### src/rtl/pic_w_datapath_if.sv
// ---------------------------------------------------------------------------
// pic_w_datapath_if
// Bus between the instruction decoder and the W datapath core.
//   inst     decoder -> core   ALU opcode
//   f        decoder -> core   file-register operand F
//   counter  core -> decoder   free-running program counter
//   w        core -> decoder   working register
//   carry    core -> decoder   registered carry/borrow flag
//   ans      core -> decoder   combinational ALU result, top bit is carry-out
// The master modport is the decoder side; the slave modport is the core.
// ---------------------------------------------------------------------------
interface pic_w_datapath_if #(
   parameter int WIDTH = 16,
   parameter int OPW   = 4
);
   logic [OPW-1:0]   inst;
   logic [WIDTH-1:0] f;
   logic [WIDTH-1:0] counter;
   logic [WIDTH-1:0] w;
   logic             carry;
   logic [WIDTH:0]   ans;

   modport master (
      output inst, f,
      input  counter, w, carry, ans
   );

   modport slave (
      input  inst, f,
      output counter, w, carry, ans
   );
endinterface

### src/rtl/pic_w_datapath.sv
// ---------------------------------------------------------------------------
// pic_w_datapath
// Accumulator datapath core: free-running program counter, combinational
// opcode ALU combining W with operand F, and the W register plus carry flag
// which reload from the ALU result on every clock.
// Ports:
//   clk    in   single clock, rising edge
//   reset  in   asynchronous, active-low reset (0 = reset)
//   bus    slave side of pic_w_datapath_if (inst, f in; counter, w,
//          carry, ans out)
// ---------------------------------------------------------------------------
module pic_w_datapath #(
   parameter int WIDTH = 16,
   parameter int OPW   = 4
) (
   input  logic                  clk,
   input  logic                  reset,
   pic_w_datapath_if.slave       bus
);

   typedef enum logic [OPW-1:0] {
      OP_LOAD = 4'd0,
      OP_ADD  = 4'd1,
      OP_SUB  = 4'd2,
      OP_AND  = 4'd3,
      OP_OR   = 4'd4,
      OP_XOR  = 4'd5,
      OP_NOT  = 4'd6,
      OP_INC  = 4'd7,
      OP_DEC  = 4'd8,
      OP_SHL  = 4'd9,
      OP_SHR  = 4'd10,
      OP_CLR  = 4'd11
   } opcode_t;

   localparam logic [WIDTH-1:0] ONE_W   = {{(WIDTH-1){1'b0}}, 1'b1};
   localparam logic [WIDTH:0]   ONE_ANS = {{WIDTH{1'b0}}, 1'b1};

   logic [WIDTH-1:0] r_counter;
   logic [WIDTH-1:0] r_w;
   logic             r_carry;

   logic [WIDTH:0]   w_wExt;
   logic [WIDTH:0]   w_fExt;
   logic [WIDTH:0]   w_alu;
   logic [WIDTH:0]   w_ans;

   assign w_wExt = {1'b0, r_w};
   assign w_fExt = {1'b0, bus.f};

   // ALU: operands are zero-extended so the top bit of every arithmetic
   // result is the carry (ADD/INC) or borrow (SUB/DEC). The default arm
   // doubles as the NOP group and catches unknown opcodes, so W is held.
   always_comb begin
      w_alu = w_wExt;
      case (bus.inst)
         OP_LOAD: w_alu = w_fExt;
         OP_ADD:  w_alu = w_wExt + w_fExt;
         OP_SUB:  w_alu = w_wExt - w_fExt;
         OP_AND:  w_alu = w_wExt & w_fExt;
         OP_OR:   w_alu = w_wExt | w_fExt;
         OP_XOR:  w_alu = w_wExt ^ w_fExt;
         OP_NOT:  w_alu = {1'b0, ~r_w};
         OP_INC:  w_alu = w_wExt + ONE_ANS;
         OP_DEC:  w_alu = w_wExt - ONE_ANS;
         OP_SHL:  w_alu = {r_w, 1'b0};
         OP_SHR:  w_alu = {r_w[0], 1'b0, r_w[WIDTH-1:1]};
         OP_CLR:  w_alu = '0;
         default: w_alu = w_wExt;
      endcase
   end

   // The result is gated to zero while reset is held so that the decoder
   // never sees a stale value during reset.
   assign w_ans = reset ? w_alu : '0;

   // Program counter: counts every edge out of reset, wrapping naturally.
   always_ff @(posedge clk or negedge reset) begin
      if (!reset) begin
         r_counter <= '0;
      end else begin
         r_counter <= r_counter + ONE_W;
      end
   end

   // W and carry reload from the ALU on every edge; holding W means the
   // decoder must issue a NOP.
   always_ff @(posedge clk or negedge reset) begin
      if (!reset) begin
         r_w     <= '0;
         r_carry <= 1'b0;
      end else begin
         r_w     <= w_ans[WIDTH-1:0];
         r_carry <= w_ans[WIDTH];
      end
   end

   assign bus.counter = r_counter;
   assign bus.w       = r_w;
   assign bus.carry   = r_carry;
   assign bus.ans     = w_ans;

endmodule

### src/flat_wrapper.sv
// flat-port wrapper written by rule: the top's interface ports become plain ports
module pic_w_datapath_flat 
#(
   parameter int WIDTH = 16,
   parameter int OPW   = 4
)
  (clk, reset, bus_inst, bus_f, bus_counter, bus_w, bus_carry, bus_ans);
  pic_w_datapath_if #(.WIDTH(WIDTH), .OPW(OPW)) bus_i ();
  input  logic clk;
  input  logic reset;
  input wire logic [$bits(bus_i.inst)-1:0] bus_inst;
  input wire logic [$bits(bus_i.f)-1:0] bus_f;
  output wire logic [$bits(bus_i.counter)-1:0] bus_counter;
  output wire logic [$bits(bus_i.w)-1:0] bus_w;
  output wire logic [$bits(bus_i.carry)-1:0] bus_carry;
  output wire logic [$bits(bus_i.ans)-1:0] bus_ans;
  assign bus_i.inst = bus_inst;
  assign bus_i.f = bus_f;
  assign bus_counter = bus_i.counter;
  assign bus_w = bus_i.w;
  assign bus_carry = bus_i.carry;
  assign bus_ans = bus_i.ans;
  pic_w_datapath #(.WIDTH(WIDTH), .OPW(OPW)) u_core (.clk(clk), .reset(reset), .bus(bus_i));
endmodule
### config.mk
export PLATFORM = sky130hd
export DESIGN_NAME = pic_w_datapath_flat
export DESIGN_NICKNAME = d
export VERILOG_FILES = /design/src/rtl/pic_w_datapath_if.sv /design/src/rtl/pic_w_datapath.sv /design/src/flat_wrapper.sv
export SDC_FILE = /design/constraint.sdc
export NUM_CORES = 1
export LEC_CHECK = 0
export CAP_MARGIN = 20
export CORE_MARGIN = 5
export CORE_UTILIZATION = 38
export DETAILED_ROUTE_END_ITERATION = 10
export HOLD_SLACK_MARGIN = 0.02
export SLEW_MARGIN = 25
export SYNTH_ARGS = -nofsm -noshare
export SYNTH_HDL_FRONTEND = slang
export SYNTH_SLANG_ARGS = --single-unit
### constraint.sdc
create_clock -name clk -period 13.35 [get_ports clk]
set_input_delay 2.67 -clock clk [delete_from_list [all_inputs] [get_ports clk]]
set_output_delay 2.67 -clock clk [all_outputs]
set_load 0.01 [all_outputs]
# ---- Word level (Yosys, flattened, before mapping)
# Cells that the tools add are included.
dict set report word_totals {
  reg_bits 33
  latch_bits 0
  mem_bits_rw 0
  rom_bits 0
  inputBits 22
  output_inout_bits 50
  word_cells 26
  mem_count 0
}
dict set report op_classes {
  addsub 5
  n_mul 0
  div 0
  n_lt_le_gt_ge 0
  eq_ne 11
  shift 0
  mux 2
  bitwise 4
  reduce_logical 1
}
# operator count
set op_table {}
lappend op_table {{case mux 17 bit (12 select lines)} 1}
lappend op_table {{adder 16 x 1 -> 17 bit (second input constant)} 1}
lappend op_table {{adder 16 x 16 -> 17 bit} 1}
lappend op_table {{2-to-1 mux 17 bit} 1}
lappend op_table {{subtractor 16 x 1 -> 17 bit (second input constant)} 1}
lappend op_table {{subtractor 16 x 16 -> 17 bit} 1}
lappend op_table {{adder 16 x 1 -> 16 bit (second input constant)} 1}
lappend op_table {{AND 16 bit} 1}
lappend op_table {{equality test 4 x 3 -> 1 bit (second input constant)} 4}
lappend op_table {{equality test 4 bit (second input constant)} 4}
lappend op_table {{inverter 16 bit} 1}
lappend op_table {{bitwise OR 16 bit} 1}
lappend op_table {{bitwise XOR 16 bit} 1}
lappend op_table {{equality test 4 x 2 -> 1 bit (second input constant)} 2}
lappend op_table {{equality test 4 x 1 -> 1 bit (second input constant)} 1}
lappend op_table {{logical NOT 4 bit} 1}

# ---- Logic depth before layout (Yosys ltp)
# Gate-level depths: netlist of run 1.
dict set report logic_depth {
  depth_word 3
  depth_mapped 16
  depth_no_buf 15
}

# ---- Worst setup path after synthesis of run 1
# OpenSTA, ideal clock, no wires.
dict set report synth_timing {
  path_kind {input to output}
  startpoint {input bus_inst[1]}
  endpoint {output bus_ans[12]}
  t_arrival_ns 5.430
  required_ns 10.680
  path_slack_ns 5.250
  stages 15
  path_buffers 3
  path_cell_list {buf_2 buf_2 buf_2 nand2_1 nand2_1 nor3_1 a221o_1 nor2_1 ha_1 nor2b_1 o31a_1 a211oi_1 o31a_1 xor2_1 o21ai_0}
}
dict set report synth_via {
  elab_chain_cells 3
  word_cells_on_any_way 14
  cone_classes {eq/ne (11); mux (2); reduce/logical (1)}
}
# item line
set synth_rtl {}
lappend synth_rtl {{start, declared} flat_wrapper.sv:11} ;# input wire logic [$bits(bus_i.inst)-1:0] bus_inst;
lappend synth_rtl {{equality test 4 bit, or another cell as far along} pic_w_datapath.sv:56} ;# case (bus.inst)
lappend synth_rtl {{case mux 17 bit (12 select lines) *} pic_w_datapath.sv:56}
lappend synth_rtl {{2-to-1 mux 17 bit *} pic_w_datapath.sv:75} ;# assign w_ans = reset ? w_alu : '0;
lappend synth_rtl {{end, declared} flat_wrapper.sv:16} ;# output wire logic [$bits(bus_i.ans)-1:0] bus_ans;
# Mark *: on every way between the ends. The rest lies on a longest branch, timed or not.

# ---- Worst setup path in the final report of run 1
dict set report layout_timing {
  startpoint {input bus_inst[0]}
  endpoint {output bus_ans[12]}
}
# The elaborated chain is that of the path after synthesis.

==> metrics.txt, run 1 <==
area of the die=14380 µm²; Diodes inserted=0; Setup Crit Path Kind=in -> out; number of flops mapped to enable cells by yosys=0; Std-Cell Rows=40; Final Hold Fails=0; number of setup violations in the final report=0; height of the die=119.9 µm; leading cell types in the layout, fill and taps excluded=clkdlybuf4s50_1, a21oi_1, nor2_1, ha_1, nand2_1; fraction of final layout cells with drive strength greater than 1=5.075%; result of the run=completed; Initial Utilization=38.55%; pin count of the biggest net entering global routing=52; Mapped Nets=just under 700; type of the most critical hold path=reg -> reg; sum of overflow across all layers after global routing=0; predominant post-synthesis flop cell=dfrtp_1; GRT Overall Usage=23.00%; category of the worst setup path capture point=primary output; fraction of the yosys area taken by sequential cells=around 18%; number of DRC markers after the initial detailed-route iteration=593; post-synthesis cell count=slightly above 600; final RePlAce weighted congestion=0.9545; Crit Path Max Fanout=23; filler instances=1212; CTS buffer count=5; final wirelength=16920 µm; count of warnings emitted by yosys=0; CTS H-tree lvls=2; category of the worst setup path launch point=input port; post-synth design cell area=about 4600 µm²; fin nets=between 700 and 800; via density per instance=6.318; total core area=roughly 12000 µm²; CTS Root Buffer Type=clkbuf_16; fraction of the cycle the final worst path needs=78.29%; Final Critical Period=10450 ps; number of I/O port buffers=71; Setup Fix Bufs, Post-CTS=0; count of cell types in the netlist=72; worst slew pin tran=931.9 ps; number of optimization iterations in the first detailed-route pass=5; Slew Limit Headroom=37.54%; count of pins over their slew limit=0; TritonCTS clock tree=done; Synth area leader=dfrtp_1; top post-synthesis cells by area=dfrtp_1, ha_1, a21oi_1; clock slew seen by the registers of the worst setup and hold paths=50 ps; total negative setup slack=0 ps; vias in the first global route=4872; worst voltage drop across the vdd grid=0.03926 mV; required arrival time at the worst endpoint=10680 ps; maximum frequency from static timing analysis=95.68 MHz; RSZ-0062 raised after global routing=false; antenna violations before repair=0; static leakage=2.332 nW; Antenna Nets Post-Route=0; clk buf depth=2; tightest hold margin=464.9 ps; max-cap violations=0; DP Wirelength=11990 µm; quantity of hold-fixing buffers added after cts=0; drc violations=0; I/O pin count=72; Routed wire per std cell=between 20 and 25 µm; data arrival time at the worst-slack endpoint=roughly 7800 ps; share of Yosys cell area claimed by the top area cell type=17.98%; per-instance average area after synthesis=7.467 µm²; signed area change from the synthesized netlist to the final layout=21.17%; detailed-route via count=5162; synthesis-stage register bit count=33; pwr dens=81.75 nW/µm²; Clock Latency Late Sink=300 ps; share of flip-flops with an asynchronous set or reset after synthesis=100.0%; clock sink count=33; Die Wd=119.9 µm; most common cell after layout, fill and taps aside=clkdlybuf4s50_1; count of cells resized by post-cts repair=0; Fin Clk Skew=10.77 ps; wire length of the first global-routing pass=about 27000 µm
## worst max-delay path, stage by stage
cell	delay (ps)
clkdlybuf4s50_1	840
nor2b_1	770
nand2_1	520
a21oi_1	270
a21oi_1	60
a21oi_1	170
nor2_1	60
ha_1	330
o21a_1	210
o31a_1	170
a211oi_1	570
o31a_1	240
xor2_1	70
o21ai_0	230
clkdlybuf4s50_1	590
## final timing paths
kind | from | end | slack, ps | cells after the start
setup / recovery | bus_inst[0] | bus_ans[12] | 2900 | 15
hold / removal | u_core.bus.counter[15] | u_core.bus.counter[15] | 460 | 1
setup reg to reg | u_core.bus.w[0] | u_core.bus.carry | 10690 | 9
hold reg to reg | u_core.bus.counter[15] | u_core.bus.counter[15] | 460 | 1
max in group asynchronous | reset | u_core.bus.w[6] | 10460 | 2
min in group asynchronous | reset | u_core.bus.counter[6] | 2470 | 2
## per-stage QoR
step / area (µm²) / total power [mW] / utilization (%) / std cells / setup slack, ps
3_3_place_gp: 5393 / 0.3129 / 45.27 / 809 / 3192
4_1_cts: 5564 / 0.4565 / 46.71 / 817 / 3064
5_1_grt: 5564 / 0.4814 / 46.71 / 817 / 2640
3_5_place_dp: 5393 / 0.3130 / 45.27 / 809 / 3075
2_1_floorplan: 4592 / 0.2391 / - / 615 / 5250
6_report: 5564 / 0.4549 / 46.71 / 817 / 2899
## cells in the mapped netlist, types with 13 or more instances
library cell  number
ha_1              50
o21a_1            13
nand3_1           20
nand2_1           48
dfrtp_1           33
inv_1             41
buf_2             14
nor2_1            54
a211oi_1          14
a21oi_1           65
clkbuf_1          13
o21ai_0           43
xnor2_1           27
## registers in the layout, summed over array words and instances, names as in the netlist
name	count
u_core.bus.counter	16
u_core.bus.w	16
u_core.bus.carry	1
## per-layer routing
layer	share of wire (%)	GRT usage (%)
met1	45	31.42
met3	7.5	3.676
met2	45	36.49
met4	2.9	8.375
met5	0	0
## cells by family (layout without fill, tap and decap cells)
family,Yosys count,in the layout,share of synthesized area [%]
buf+inv,73,128,6.512
flops,33,33,17.98
fa+ha+maj,51,51,14.06
xor+xnor,34,34,6.649
compound gates,232,232,33.08
simple gates,188,188,20.76
mux,4,4,0.9536
## where the power goes
group / switching (mW) / internal [mW] / total, mW / leakage, nW
logic: 0.114 / 0.0826 / 0.196 / 1.82
clock network: 0.0514 / 0.0884 / 0.140 / 0.0800
registers: 0.0133 / 0.106 / 0.119 / 0.434
## final cells by class
cell class,count,area [µm²],share of cell area [%]
multi-input cells,509,3467,62.31
flip-flops and latches,33,825.8,14.84
repair buffers,78,758.2,13.63
clock inverters,3,46.29,0.8320
well taps,147,183.9,3.306
clock buffers,5,125.1,2.249
inverters,42,157.7,2.833
Power figures use the tool's default switching activity.
==> run 2: changes to the inputs <==
clock period = 10.6 ns   (was 13.35 ns; I/O delays follow)
==> metrics.txt, run 2 (same netlist as run 1, synthesis figures left out) <==
result of the run=completed; fin nets=744; total negative setup slack=0 ps; Setup Fix Bufs, Post-CTS=0; most common cell after layout, fill and taps aside=clkdlybuf4s50_1; number of optimization iterations in the first detailed-route pass=5; CTS buffer count=5; Slew Limit Headroom=between 30% and 40%; type of the most critical hold path=reg -> reg; tightest hold margin=about 470 ps; Clock Latency Late Sink=300 ps; number of setup violations in the final report=0; fraction of the cycle the final worst path needs=between 80% and 90%; clock sink count=33; Diodes inserted=0; Std-Cell Rows=40; worst voltage drop across the vdd grid=approximately 0.081 mV; CTS H-tree lvls=2; area post-placement=~5400 µm²; I/O pin count=72; height of the die=119.9 µm; GRT Overall Usage=23.76%; total power consumption of the routed design=0.5808 mW; filler instances=~1200; antenna violations before repair=0; RSZ-0062 raised after global routing=false; CTS Root Buffer Type=clkbuf_16; leading cell types in the layout, fill and taps excluded=clkdlybuf4s50_1, a21oi_1, nor2_1, ha_1, nand2_1; worst slew pin tran=966.6 ps; total core area=11910 µm²; Initial Utilization=about 39%; quantity of hold-fixing buffers added after cts=0; category of the worst setup path capture point=primary output; detailed-route via count=5193; via density per instance=about 6.3; pin count of the biggest net entering global routing=52; pwr dens=104.1 nW/µm²; Antenna Nets Post-Route=0; signed area change from the synthesized netlist to the final layout=21.53%; clk buf depth=2; Final Hold Fails=0; final RePlAce weighted congestion=0.9988; number of cell instances on the worst register-to-register path=9; wire length of the first global-routing pass=27340 µm; count of pins over their slew limit=0; Die Wd=119.9 µm; Cells on Worst Hold Path=1; Routed wire per std cell=21.20 µm; Crit Path Max Fanout=20; data arrival time at the worst-slack endpoint=7160 ps; static leakage=2.346 nW; vias in the first global route=between 5000 and 6000; TritonCTS clock tree=done; clock slew seen by the registers of the worst setup and hold paths=50 ps; Setup Crit Path Kind=in -> out; Fin Clk Skew=14.90 ps; fraction of final layout cells with drive strength greater than 1=5.208%; maximum frequency from static timing analysis=between 100 and 150 MHz; number of DRC markers after the initial detailed-route iteration=slightly below 600; number of I/O port buffers=71; DP Wirelength=12490 µm; drc violations=0; required arrival time at the worst endpoint=8480 ps; category of the worst setup path launch point=input port; max-cap violations=0; Final Critical Period=9284 ps; sum of overflow across all layers after global routing=0; area of the die=14380 µm²; final wirelength=around 17000 µm; count of cells resized by post-cts repair=0; Finished Cell Area=5580 µm²
-- run 2: layout make-up --
class | count | area (µm²) | share of cell area [%]
well taps | 147 | 183.9 | 3.296
clock buffers | 7 | 142.6 | 2.556
inverters | 42 | 157.7 | 2.825
multi-input cells | 509 | 3467 | 62.13
flip-flops and latches | 33 | 825.8 | 14.80
repair buffers | 80 | 773.2 | 13.86
clock inverters | 1 | 30.03 | 0.5381
-- run 2: final timing paths --
path	startpoint	endpoint	slack, ps
setup / recovery	bus_inst[0]	bus_ans[12]	1320
hold / removal	u_core.bus.counter[15]	u_core.bus.counter[15]	470
setup reg to reg	u_core.bus.w[0]	u_core.bus.w[12]	7860
hold reg to reg	u_core.bus.counter[15]	u_core.bus.counter[15]	470
max in group asynchronous	reset	u_core.bus.w[6]	8230
min in group asynchronous	reset	u_core.bus.counter[7]	1920
-- run 2: metrics by stage --
stage	setup slack [ps]	std cells	util, %
floorplan	3600	615	-
global placement	1531	811	45.40
finish	1316	819	46.85
global route	1114	819	46.85
detailed placement	1496	811	45.40
CTS	1464	819	46.85
-- run 2: metal layers --
| metal | wire length (µm) | track usage, % |
|---|---|---|
| met1 | 7422 | 30.88 |
| met4 | 704 | 10.31 |
| met2 | 7816 | 38.04 |
| met5 | 0 | 0 |
| met3 | 1420 | 4.901 |
-- run 2: power by group --
group / switching, mW / internal (mW) / total [mW] / leakage (nW)
Sequential: 0.0175 / 0.133 / 0.151 / 0.434
Combinational: 0.146 / 0.105 / 0.251 / 1.83
Clock: 0.0620 / 0.118 / 0.180 / 0.0841
-- run 2: critical path: stages --
cell and delay (ps):
clkdlybuf4s50_1 660, buf_4 340, nor2b_1 600, nand2_1 460, a21oi_1 250, a21oi_1 50
a21oi_1 150, nor2_1 50, ha_1 330, o21a_1 200, o31a_1 160, a211oi_1 600
o31a_1 240, xor2_1 80, o21ai_0 240, clkdlybuf4s50_1 590
==> run 3: changes to the inputs <==
GPL_ROUTABILITY_DRIVEN = 0   (was not set)
==> metrics.txt, run 3 (same netlist as run 1, synthesis figures left out) <==
result of the run=completed; total negative setup slack=0 ps; number of I/O port buffers=71; Final Hold Fails=0; final wirelength=~17000 µm; Final Critical Period=9142 ps; Finished Cell Area=5550 µm²; clk buf depth=2; pwr dens=98.53 nW/µm²; area of the die=14380 µm²; Final Util=46.60%; via density per instance=6.343; origin of the critical flop-to-flop path=u_core.bus.w[0]; wire length of the first global-routing pass=26830 µm; number of optimization iterations in the first detailed-route pass=5; worst flop-to-flop path endpoint=u_core.bus.w[12]; signed area change from the synthesized netlist to the final layout=20.87%; CP Cell Sequence=clkdlybuf4s50_1 -> nor2b_1 -> nand2_1 -> a21oi_1 -> a21oi_1 -> a21oi_1 -> nor2_1 -> ha_1 -> o21a_1 -> o31a_1 -> a211oi_1 -> o31a_1 -> xor2_1 -> o21ai_0 -> clkdlybuf4s50_1; Combinational Power Share=roughly 45%; leading cell types in the layout, fill and taps excluded=clkdlybuf4s50_1, a21oi_1, nor2_1, ha_1, nand2_1; area post-placement=~5400 µm²; Antenna Nets Post-Route=0; detailed-route via count=~5200; Die Wd=119.9 µm; Std-Cell Rows=40; Crit path top cell by count=a21oi_1; number of DRC markers after the initial detailed-route iteration=about 530; count of pins over their slew limit=0; maximum single-stage delay on the critical path=~850 ps; part of the total power dissipated in the clock network=27.4%; Setup Fix Bufs, Post-CTS=0; pin count of the biggest net entering global routing=52; Clock Latency Late Sink=300 ps; sum of overflow across all layers after global routing=0; most common cell after layout, fill and taps aside=clkdlybuf4s50_1; fraction of the cycle the final worst path needs=86.24%; RSZ-0062 raised after global routing=false; number of setup violations in the final report=0; Crit Path Max Fanout=17; Setup Crit Path Kind=in -> out; DP Wirelength=between 10000 and 15000 µm; max-cap violations=0; quantity of hold-fixing buffers added after cts=0; worst setup path startpoint=bus_inst[1]; Worst path slowest cell=clkdlybuf4s50_1; type of the most critical hold path=reg -> reg; total core area=between 10000 and 15000 µm²; register share of total power=a little over a quarter; Routed wire per std cell=20.35 µm; clock sink count=33; count of cells resized by post-cts repair=0; Initial Utilization=38.55%; CTS Root Buffer Type=clkbuf_16; data arrival time at the worst-slack endpoint=7020 ps; CTS H-tree lvls=2; endpoint of the most critical setup path=bus_ans[12]; TritonCTS clock tree=done; number of cell instances on the worst register-to-register path=9; filler instances=1208; GRT Overall Usage=23.10%; category of the worst setup path capture point=primary output; maximum frequency from static timing analysis=109.4 MHz; static leakage=2.332 nW; Net Switching=approximately 0.22 mW; required arrival time at the worst endpoint=8480 ps; R2R Setup Slk=7920 ps; cell internal pwr=0.3236 mW; switching share of power=40.82%; I/O pin count=72; height of the die=~120 µm; category of the worst setup path launch point=input port; clock slew seen by the registers of the worst setup and hold paths=50 ps; fraction of final layout cells with drive strength greater than 1=5.357%; Fin Clk Skew=13.38 ps; drc violations=0; antenna violations before repair=0; fin nets=about 740; CTS buffer count=5; worst voltage drop across the vdd grid=just over 0.05 mV; vias in the first global route=4947; Slew Limit Headroom=34.14%; Diodes inserted=0; worst slew pin tran=984.8 ps
run 3: cell count changes in the layout (fill, tap and decap cells not counted):
cell	change
bufinv_16	-1
clkbuf_1	-1
clkbuf_8	-1
clkinv_2	+2
clkinvlp_4	+1
run 3: per-layer routing:
| layer | part of all wire, % | vias up | global-route usage, % |
|---|---|---|---|
| met5 | 0 | - | 0 |
| met4 | 4.2 | 0 | 10.02 |
| met2 | 45 | 271 | 36.28 |
| met1 | 43 | 2478 | 30.86 |
| li1 | - | 2399 | - |
| met3 | 7.8 | 47 | 4.288 |
run 3: final cells by class:
class / instances / area, µm² / share of cell area, %
tap: 147 / 183.9 / 3.314
multi-input combinational: 509 / 3467 / 62.47
inverter: 42 / 157.7 / 2.840
clock inverter: 3 / 17.52 / 0.3156
timing repair buffer: 80 / 773.2 / 13.93
clock buffer: 5 / 125.1 / 2.254
sequential: 33 / 825.8 / 14.88
run 3: worst max-delay path: cells and delay by family:
kind / cells / cell delay [ps]
AOI/OAI and AO/OA: 8 / 1870
buffers and inverters: 2 / 1430
and+or+nand+nor: 3 / 1180
adders and majority gates: 1 / 340
xor gates and xnor gates: 1 / 80
run 3: worst min path at each step:
stage | from | to | slack [ps] | cells past startpoint
6_report | u_core.bus.counter[15] | u_core.bus.counter[15] | 480 | 1
3_5_place_dp | u_core.bus.counter[15] | u_core.bus.counter[15] | 480 | 1
3_3_place_gp | u_core.bus.counter[15] | u_core.bus.counter[15] | 460 | 1
5_1_grt | u_core.bus.counter[13] | u_core.bus.counter[13] | 520 | 1
4_1_cts | u_core.bus.counter[15] | u_core.bus.counter[15] | 490 | 1
2_1_floorplan | u_core.bus.counter[15] | u_core.bus.counter[15] | 510 | 1
run 3: power by group through the flow:
| stage | clock network, mW | logic [mW] | registers [mW] |
|---|---|---|---|
| global placement | 0 | 0.239 | 0.152 |
| detailed placement | 0 | 0.243 | 0.152 |
| global route | 0.159 | 0.271 | 0.151 |
| floorplan | 0 | 0.151 | 0.150 |
| CTS | 0.154 | 0.244 | 0.150 |
| finish | 0.150 | 0.247 | 0.150 |
run 3: stage by stage:
stage	instances	power (mW)	setup slack, ps	hold slack (ps)
global placement	811	0.3910	1701	463.0
global route	819	0.5813	1095	522.9
floorplan	615	0.3011	3600	507.5
detailed placement	811	0.3946	1566	482.9
finish	819	0.5469	1458	481.2
CTS	819	0.5478	1556	492.5
